--- config.mk ---
export PLATFORM = sky130hd
export DESIGN_NAME = demux3_8_reg
export DESIGN_NICKNAME = d
export VERILOG_FILES = /design/src/rtl/demux_pkg.sv /design/src/rtl/demux3_8_reg_canal_saida.sv /design/src/rtl/demux3_8_reg.sv
export SDC_FILE = /design/constraint.sdc
export NUM_CORES = 1
export LEC_CHECK = 0
export ABC_AREA = 0
export CELL_PAD_IN_SITES_DETAIL_PLACEMENT = 0
export CELL_PAD_IN_SITES_GLOBAL_PLACEMENT = 1
export CORE_MARGIN = 5
export CORE_UTILIZATION = 34
export CTS_CLUSTER_DIAMETER = 50
export DETAILED_ROUTE_END_ITERATION = 7
export GPL_TIMING_DRIVEN = 0
export PLACE_DENSITY = 0.9
export SLEW_MARGIN = 25
export SYNTH_ARGS = -nofsm -noshare
export SYNTH_HDL_FRONTEND = slang
export SYNTH_HIERARCHICAL = 1
export SYNTH_SLANG_ARGS = --single-unit
--- constraint.sdc ---
create_clock -name Clock -period 2.45 [get_ports Clock]
set_input_delay 0.735 -clock Clock [delete_from_list [all_inputs] [get_ports Clock]]
set_output_delay 0.735 -clock Clock [all_outputs]
set_load 0.005 [all_outputs]
--- src/rtl/demux_pkg.sv ---
// Shared select codes and default widths for the 1-to-3 registered demultiplexer.
// Latency: n/a (constants only).
// Backpressure: n/a.
package demux_pkg;

  // Destination select codes carried on Controle
  localparam logic [1:0] SEL_CANAL0   = 2'b00;
  localparam logic [1:0] SEL_CANAL1   = 2'b01;
  localparam logic [1:0] SEL_CANAL2   = 2'b10;
  localparam logic [1:0] SEL_INVALIDO = 2'b11;

  // Default data and counter widths
  localparam int LARGURA_PADRAO      = 8;
  localparam int LARGURA_CONT_PADRAO = 8;

endpackage

--- src/rtl/demux3_8_reg_canal_saida.sv ---
// One output channel: single-entry buffer, valid flag and wrapping delivery counter.
// Latency: a load appears on dado_saida/valida one cycle after carga.
// Backpressure: pronto_para_carga drops while the entry is full and the sink is not ready.
module canal_saida #(
  parameter int LARGURA      = 8,
  parameter int LARGURA_CONT = 8
) (
  input  logic                    clk,
  input  logic                    rst,
  input  logic                    carga,
  input  logic [LARGURA-1:0]      dado,
  input  logic                    pronta,
  output logic [LARGURA-1:0]      dado_saida,
  output logic                    valida,
  output logic                    pronto_para_carga,
  output logic [LARGURA_CONT-1:0] contagem
);

  logic entrega;

  // A word leaves the buffer whenever it is held and the sink takes it
  assign entrega = valida && pronta;

  // The slot can take a new word if it is empty or being emptied this edge
  assign pronto_para_carga = !valida || pronta;

  // Buffer data: only a load changes it, so it holds under stall and after drain
  always_ff @(posedge clk) begin
    if (rst) begin
      dado_saida <= '0;
    end else if (carga) begin
      dado_saida <= dado;
    end
  end

  // Valid flag: a load wins over a simultaneous delivery so streaming stays at 1 word/cycle
  always_ff @(posedge clk) begin
    if (rst) begin
      valida <= 1'b0;
    end else if (carga) begin
      valida <= 1'b1;
    end else if (entrega) begin
      valida <= 1'b0;
    end
  end

  // Delivery counter wraps naturally at its width
  always_ff @(posedge clk) begin
    if (rst) begin
      contagem <= '0;
    end else if (entrega) begin
      contagem <= contagem + 1'b1;
    end
  end

endmodule

--- src/rtl/demux3_8_reg.sv ---
// Registered 1-to-3 demultiplexer: routes Entrada to one of three buffered channels by Controle.
// Latency: 1 cycle from input handshake to SaidaValida; drops flag ErroControle one cycle later.
// Backpressure: EntradaPronta is low only when the selected channel is full and its sink stalls.
module demux3_8_reg
  import demux_pkg::*;
#(
  parameter int LARGURA      = LARGURA_PADRAO,
  parameter int LARGURA_CONT = LARGURA_CONT_PADRAO
) (
  input  logic                    Clock,
  input  logic                    Reset,
  input  logic [LARGURA-1:0]      Entrada,
  input  logic                    EntradaValida,
  output logic                    EntradaPronta,
  input  logic [1:0]              Controle,
  output logic [LARGURA-1:0]      Saida0,
  output logic [LARGURA-1:0]      Saida1,
  output logic [LARGURA-1:0]      Saida2,
  output logic [2:0]              SaidaValida,
  input  logic [2:0]              SaidaPronta,
  output logic [LARGURA_CONT-1:0] Contagem0,
  output logic [LARGURA_CONT-1:0] Contagem1,
  output logic [LARGURA_CONT-1:0] Contagem2,
  output logic [LARGURA_CONT-1:0] Descartes,
  output logic                    ErroControle
);

  logic [2:0] pronto_canal;
  logic [2:0] carga;
  logic       aceita;
  logic       descarte;

  // Ready toward the source follows the selected channel; invalid codes are always swallowed
  always_comb begin
    EntradaPronta = 1'b1;
    case (Controle)
      SEL_CANAL0: EntradaPronta = pronto_canal[0];
      SEL_CANAL1: EntradaPronta = pronto_canal[1];
      SEL_CANAL2: EntradaPronta = pronto_canal[2];
      default:    EntradaPronta = 1'b1;
    endcase
  end

  assign aceita = EntradaValida && EntradaPronta;

  // Decode an accepted word into a channel load or a discard
  always_comb begin
    carga    = 3'b000;
    descarte = 1'b0;
    if (aceita) begin
      case (Controle)
        SEL_CANAL0: carga[0] = 1'b1;
        SEL_CANAL1: carga[1] = 1'b1;
        SEL_CANAL2: carga[2] = 1'b1;
        default:    descarte = 1'b1;
      endcase
    end
  end

  canal_saida #(.LARGURA(LARGURA), .LARGURA_CONT(LARGURA_CONT)) u_canal0 (
    .clk               (Clock),
    .rst               (Reset),
    .carga             (carga[0]),
    .dado              (Entrada),
    .pronta            (SaidaPronta[0]),
    .dado_saida        (Saida0),
    .valida            (SaidaValida[0]),
    .pronto_para_carga (pronto_canal[0]),
    .contagem          (Contagem0)
  );

  canal_saida #(.LARGURA(LARGURA), .LARGURA_CONT(LARGURA_CONT)) u_canal1 (
    .clk               (Clock),
    .rst               (Reset),
    .carga             (carga[1]),
    .dado              (Entrada),
    .pronta            (SaidaPronta[1]),
    .dado_saida        (Saida1),
    .valida            (SaidaValida[1]),
    .pronto_para_carga (pronto_canal[1]),
    .contagem          (Contagem1)
  );

  canal_saida #(.LARGURA(LARGURA), .LARGURA_CONT(LARGURA_CONT)) u_canal2 (
    .clk               (Clock),
    .rst               (Reset),
    .carga             (carga[2]),
    .dado              (Entrada),
    .pronta            (SaidaPronta[2]),
    .dado_saida        (Saida2),
    .valida            (SaidaValida[2]),
    .pronto_para_carga (pronto_canal[2]),
    .contagem          (Contagem2)
  );

  // Discard counter saturates so a flood of bad selects never looks like zero
  always_ff @(posedge Clock) begin
    if (Reset) begin
      Descartes <= '0;
    end else if (descarte && (Descartes != '1)) begin
      Descartes <= Descartes + 1'b1;
    end
  end

  // Error flag mirrors each drop for exactly the following cycle
  always_ff @(posedge Clock) begin
    if (Reset) begin
      ErroControle <= 1'b0;
    end else begin
      ErroControle <= descarte;
    end
  end

endmodule

=== After elaboration in Yosys (flattened, before gate mapping) ===
Index checks and enable logic that the tools add are counted.

* Register bits after elaboration: 60
* Word-level logic and storage cells: 47
* Bits of input ports: 16
* Output and inout port bits: 61

* Reduce and logical (&&, ||, !) cells: 16
* Multiplexer cells: 13
* $add $sub $neg: 4
* Equal/unequal tests: 3

{| class="wikitable"
|+ Operators by type and width
! operator !! number
|-
| adder 8 x 1 -> 8 bit, second input constant || 4
|-
| two-way mux 1 bit || 11
|-
| != test 8 bit, second input constant || 1
|-
| nonzero test 2 bit || 3
|-
| logical AND 1 bit || 5
|-
| logical NOT 1 bit || 3
|-
| logical OR 1 bit || 3
|-
| two-way mux 3 bit || 1
|-
| case mux 1 bit (3 select lines) || 1
|-
| OR reduction 3 bit || 1
|-
| equality test 2 x 1 -> 1 bit, second input constant || 1
|-
| equality test 2 bit, second input constant || 1
|-
| logical NOT 2 bit || 1
|}

=== Longest topological paths before layout ===
* Depth after elaboration: 6
* Mapped depth: 6
* Mapped depth without buffers: 5

=== By module ===
Netlist, hierarchy kept.

{| class="wikitable"
|+ By module, submodules not included
! module !! seq. area each (um^2) !! area an instance (um^2) !! cells each !! instances
|-
| canal_saida || 340.3 || 678.2 || 72 || 3
|-
| demux3_8_reg || 180.2 || 467.9 || 51 || 1
|}

=== Worst setup path after synthesis ===
No wires, ideal clock.

* Path kind: input to output
* Start point: input SaidaPronta[0]
* End point: output EntradaPronta
* Data arrival time: 1469 ps
* Path slack: 246 ps
* Data required time: 1715 ps
* Buffers on the path: 0
* Stages on the path: 4
* Cells stage by stage: or2b_2 > and2b_2 > a211oi_1 > a21oi_1

* Cells in the longest elaborated chain, start to end: 2

{| class="wikitable"
|+ RTL lines
! element !! line !! source
|-
| from (decl) || demux3_8_reg.sv:20 || <nowiki>input logic [2:0] SaidaPronta,</nowiki>
|-
| logical OR 1 bit || demux3_8_reg_canal_saida.sv:25 || <nowiki>assign pronto_para_carga = !valida || pronta;</nowiki>
|-
| case mux 1 bit (3 select lines) || demux3_8_reg.sv:36 || <nowiki>case (Controle)</nowiki>
|-
| to (decl) || demux3_8_reg.sv:14 || <nowiki>output logic EntradaPronta,</nowiki>
|}

No other way between the ends.

=== Final worst setup path ===
* Start point: input SaidaPronta[0]
* End point: output EntradaPronta

* Cells in the longest elaborated chain, start to end: 2

{| class="wikitable"
|+ RTL lines
! element !! line !! source
|-
| logical OR 1 bit || demux3_8_reg_canal_saida.sv:25 ||
|-
| net pronto_canal[0] || demux3_8_reg.sv:28 || <nowiki>logic [2:0] pronto_canal;</nowiki>
|-
| case mux 1 bit (3 select lines) || demux3_8_reg.sv:36 ||
|}

The timed path passes the listed nets, and every way through them passes these cells.

==> results.py <==
metrics = {
    "cts": {
        "cts_tree": "yes",
        "number_of_levels_in_the_clock_h_tree": 3,
        "clk_root_buffer_cell": "clkbuf_8",
        "max-clock-path-buffers": 2,
        "cts_made_buffers": 9,
        "ctsHoldBuffers": 0,
        "numClockSinks": 60,
        "clkSlewWorstSetupHoldPaths_ns": 0.06,
        "worstSkewPairLatency_ns": 0.32,
    },
    "setup_path": {
        "worstReg2RegEnd": "u_canal0/dado_saida[4]$_SDFFE_PP0P_",
        "regToRegSetupSlack_ns": 0.80,
        "critical_path.max_fanout": 4,
        "path_buf_inv": 2,
        "worst_ep_required_ns": 1.71,
        "timing.critical_path.cells": "buf_8 -> or2b_4 -> and2b_2 -> a211oi_2 -> a21oi_1 -> buf_2",
        "setup.worst_path.class": "primary input to output pin",
        "cp_slowest_cell": "or2b_4",
        "slowest_delay_ns": 0.24,
        "timing.rr.start": "u_canal0/valida$_SDFFE_PP0P_",
        "crit_arrival_ns": 1.69,
        "r2r_cells": 6,
        "cpLargestDelayFamily": "simple AND/OR/NAND/NOR gates",
        "launching_element_type_of_the_critical_path": "primary input",
        "critical_path.endpoint_type": "output pin",
    },
    "power_and_ir_drop": {
        "seqPwrFrac": 0.491,
        "total_power_mw": 2.06,
        "power.share.clock": 0.436,
        "leakagePower_nw": 1.26,
        "vdd_ir_drop_max_mv": 0.313,
        "switching_share": 0.225,
        "power_per_cell_area_nw_per_um2": 570,
        "power_frac_comb": 0.073,
        "cell_internal_pwr_mw": 1.59,
        "p_switching_uw": 462,
    },
    "status": {
        "status": "finished, final reports clean",
    },
    "logic_synthesis": {
        "synth_top_cell_area_share": 0.480,
        "synth-async-reset-ratio": 0,
        "synth_enable_flop_cells": 0,
        "ys_seq_elements": 60,
        "netlist.top_cell.by_area": "dfxtp_1",
        "synth.lib_cells_used.distinct": 35,
        "post_synth_inst_count": 267,
        "syn-mean-instance-area_um2": 9.37,
        "post_synthesis_sequential_area_ratio": 0.480,
        "syn_area_um2": 2500,
        "ys_dominant_reg_cell": "dfxtp_1",
        "synth.yosys.warnings": 6,
        "syn_nets": 287,
        "synth_area_leaders": "dfxtp_1, mux2i_1, nor2_1",
    },
    "detailed_routing": {
        "routed-via-count": 2221,
        "dr.pass1.iters": 4,
        "wl_per_cell_um": 13.5,
        "drc": 0,
        "drtIter0Drc": 41,
        "postRouteAntennaNets": 0,
        "postRouteWirelength_um": 6200,
        "via_per_inst": 4.84,
    },
    "die": {
        "fp.dieArea_um2": 9180,
        "rows": 31,
        "core-area_um2": 7210,
        "start_util": 0.347,
        "floorplan.die.height_um": 95.8,
        "ios": 77,
        "fp.dieW_um": 95.8,
    },
    "sta": {
        "rsz0062_at_grt": "false",
        "period_needed_ns": 2.43,
        "max_slew.worst_pin.slew_ns": 0.556,
        "final-hold-violation-count": 0,
        "clock.fmax_mhz": 412,
        "timing.final.setup_violations": 0,
        "slew_headroom": 0.629,
        "final_min_period_over_clock_period": 0.991,
        "worst_clock_skew_ns": 0.0107,
        "slew_viol_final": 0,
    },
    "global_routing": {
        "grt_overflow_total": 0,
        "globalRouteMet3Util": 0.0360,
        "busiest_layer": "met2",
        "groute.usage.overall": 0.139,
        "met2_usage": 0.226,
        "grt_start_max_net_pins": 11,
        "antenna_found_initial": 0,
        "grt_first_pass_wirelength_um": 9890,
        "global_route.usage.met1": 0.170,
        "first_global_vias": 2099,
    },
    "cells_and_area": {
        "share_of_post_route_cells_with_drive_strength_above_1": 0.125,
        "flow.area_growth_from_synthesis_pct": 44.1,
        "finish.net_count": 375,
        "n_antenna_cell": 0,
        "final_cell_count_no_fill": 459,
    },
    "min_path": {
        "hold_path_cells": 2,
        "timing.hold.worst.start": "u_canal2/contagem[7]$_SDFFE_PP0P_",
        "hold_wc_path_type": "register to register",
        "min_to": "u_canal2/contagem[7]$_SDFFE_PP0P_",
    },
    "place": {
        "gp_congestion": 0.778,
        "portBuffers": 75,
        "dp_hpwl_um": 4530,
        "place.detailed.instances": 441,
    },
    "job": {
        "max_cap_viol_count": 0,
    },
}
==> metrics by stage <==
stage               setup WS [ns]  hold WS (ns)  TNS, ns  instance area (um2)  utilization
detailed placement         -0.852         0.471    -1.87                 3380        0.468
floorplan                   0.246         0.468        0                 2500            -
global placement           -0.828         0.460    -1.75                 3380        0.468
CTS                        0.0116         0.480        0                 3580        0.496
global route              0.00621         0.498        0                 3600        0.500
finish                     0.0221         0.474        0                 3600        0.500
==> registers in the layout, summed over array words and instances, names as in the netlist <==
| name | flops |
|---|---|
| Descartes | 8 |
| u_canal0/contagem | 8 |
| u_canal0/dado_saida | 8 |
| u_canal1/contagem | 8 |
| u_canal1/dado_saida | 8 |
| u_canal2/contagem | 8 |
| u_canal2/dado_saida | 8 |
| ErroControle | 1 |
| u_canal0/valida | 1 |
| u_canal1/valida | 1 |
| u_canal2/valida | 1 |
==> power groups by stage <==
stage	Combinational [mW]	Clock (mW)	Sequential, mW
2_1_floorplan	0.0604	0	1.03
3_3_place_gp	0.148	0	1.03
3_5_place_dp	0.150	0	1.03
4_1_cts	0.149	0.918	1.01
5_1_grt	0.165	0.972	1.01
6_report	0.151	0.897	1.01
==> repair_timing <==
action | in CTS | in global routing
pin swaps | 1 | 1
endpoints found under the setup margin | 1 | 1
buffers inserted | 0 | 2
gates resized for setup | 16 | 9
==> per-layer routing <==
metal / vias up / routed length [um]
met5: - / 0
li1: 1121 / -
met4: 0 / 107
met3: 8 / 288
met1: 1040 / 2810
met2: 52 / 2990
==> how the worst max path moves through the flow <==
stage | start | to | slack (ns) | depth (start not counted)
2_1_floorplan | SaidaPronta[0] | EntradaPronta | 0.25 | 4
3_3_place_gp | SaidaPronta[0] | EntradaPronta | -0.83 | 6
3_5_place_dp | SaidaPronta[0] | EntradaPronta | -0.85 | 6
4_1_cts | SaidaPronta[2] | EntradaPronta | 0.01 | 5
5_1_grt | SaidaPronta[0] | EntradaPronta | 0.006 | 6
6_report | SaidaPronta[0] | EntradaPronta | 0.02 | 6
==> kinds of logic (layout without fill, tap and decap cells) <==
kind of cell,count (synthesis),count (layout),share of synthesized area
buffers and inverters,16,109,0.0270
xor gates and xnor gates,10,10,0.0350
AOI/OAI and AO/OA,40,40,0.0955
and+or+nand+nor,109,109,0.229
muxes,28,28,0.113
adders and majority gates,4,4,0.0200
DFF,60,60,0.480
==> worst min-delay path, cell delays in order, from the launching register on <==
cell	delay, ns
dfxtp_1	0.32
o31ai_1	0.06
a21oi_1	0.05
==> synth_stat cells, types with 4 or more instances <==
library cell,count
dfxtp_1,60
nor2_1,44
mux2i_1,25
a21oi_1,21
nand2_1,14
nand3_1,11
xor2_1,10
nand4_1,8
o21ai_0,8
inv_1,6
o31ai_1,6
or4_1,6
or3_1,5
ha_1,4
==> layout make-up <==
cell class                 instances  area (um2)
clock inverter                     5        50.0
inverter                           6        22.5
multi-input combinational        191        1250
buffer                            10        45.0
sequential                        60        1200
clock buffer                      11         151
fill                             725        3610
tap                               99         124
timing repair buffer              77         763
==> cell usage in the layout, fill, tap and decap left out, types with 5 or more instances in the layout <==
master,count
clkdlybuf4s50_1,69
dfxtp_1,59
nor2_1,44
mux2i_1,25
a21oi_1,21
nand2_1,14
nand3_1,11
clkbuf_8,11
xor2_1,10
nand4_1,8
o21ai_0,8
inv_1,6
o31ai_1,6
or4_1,6
or3_1,5
Note: power is estimated with default switching activity, not from simulation.
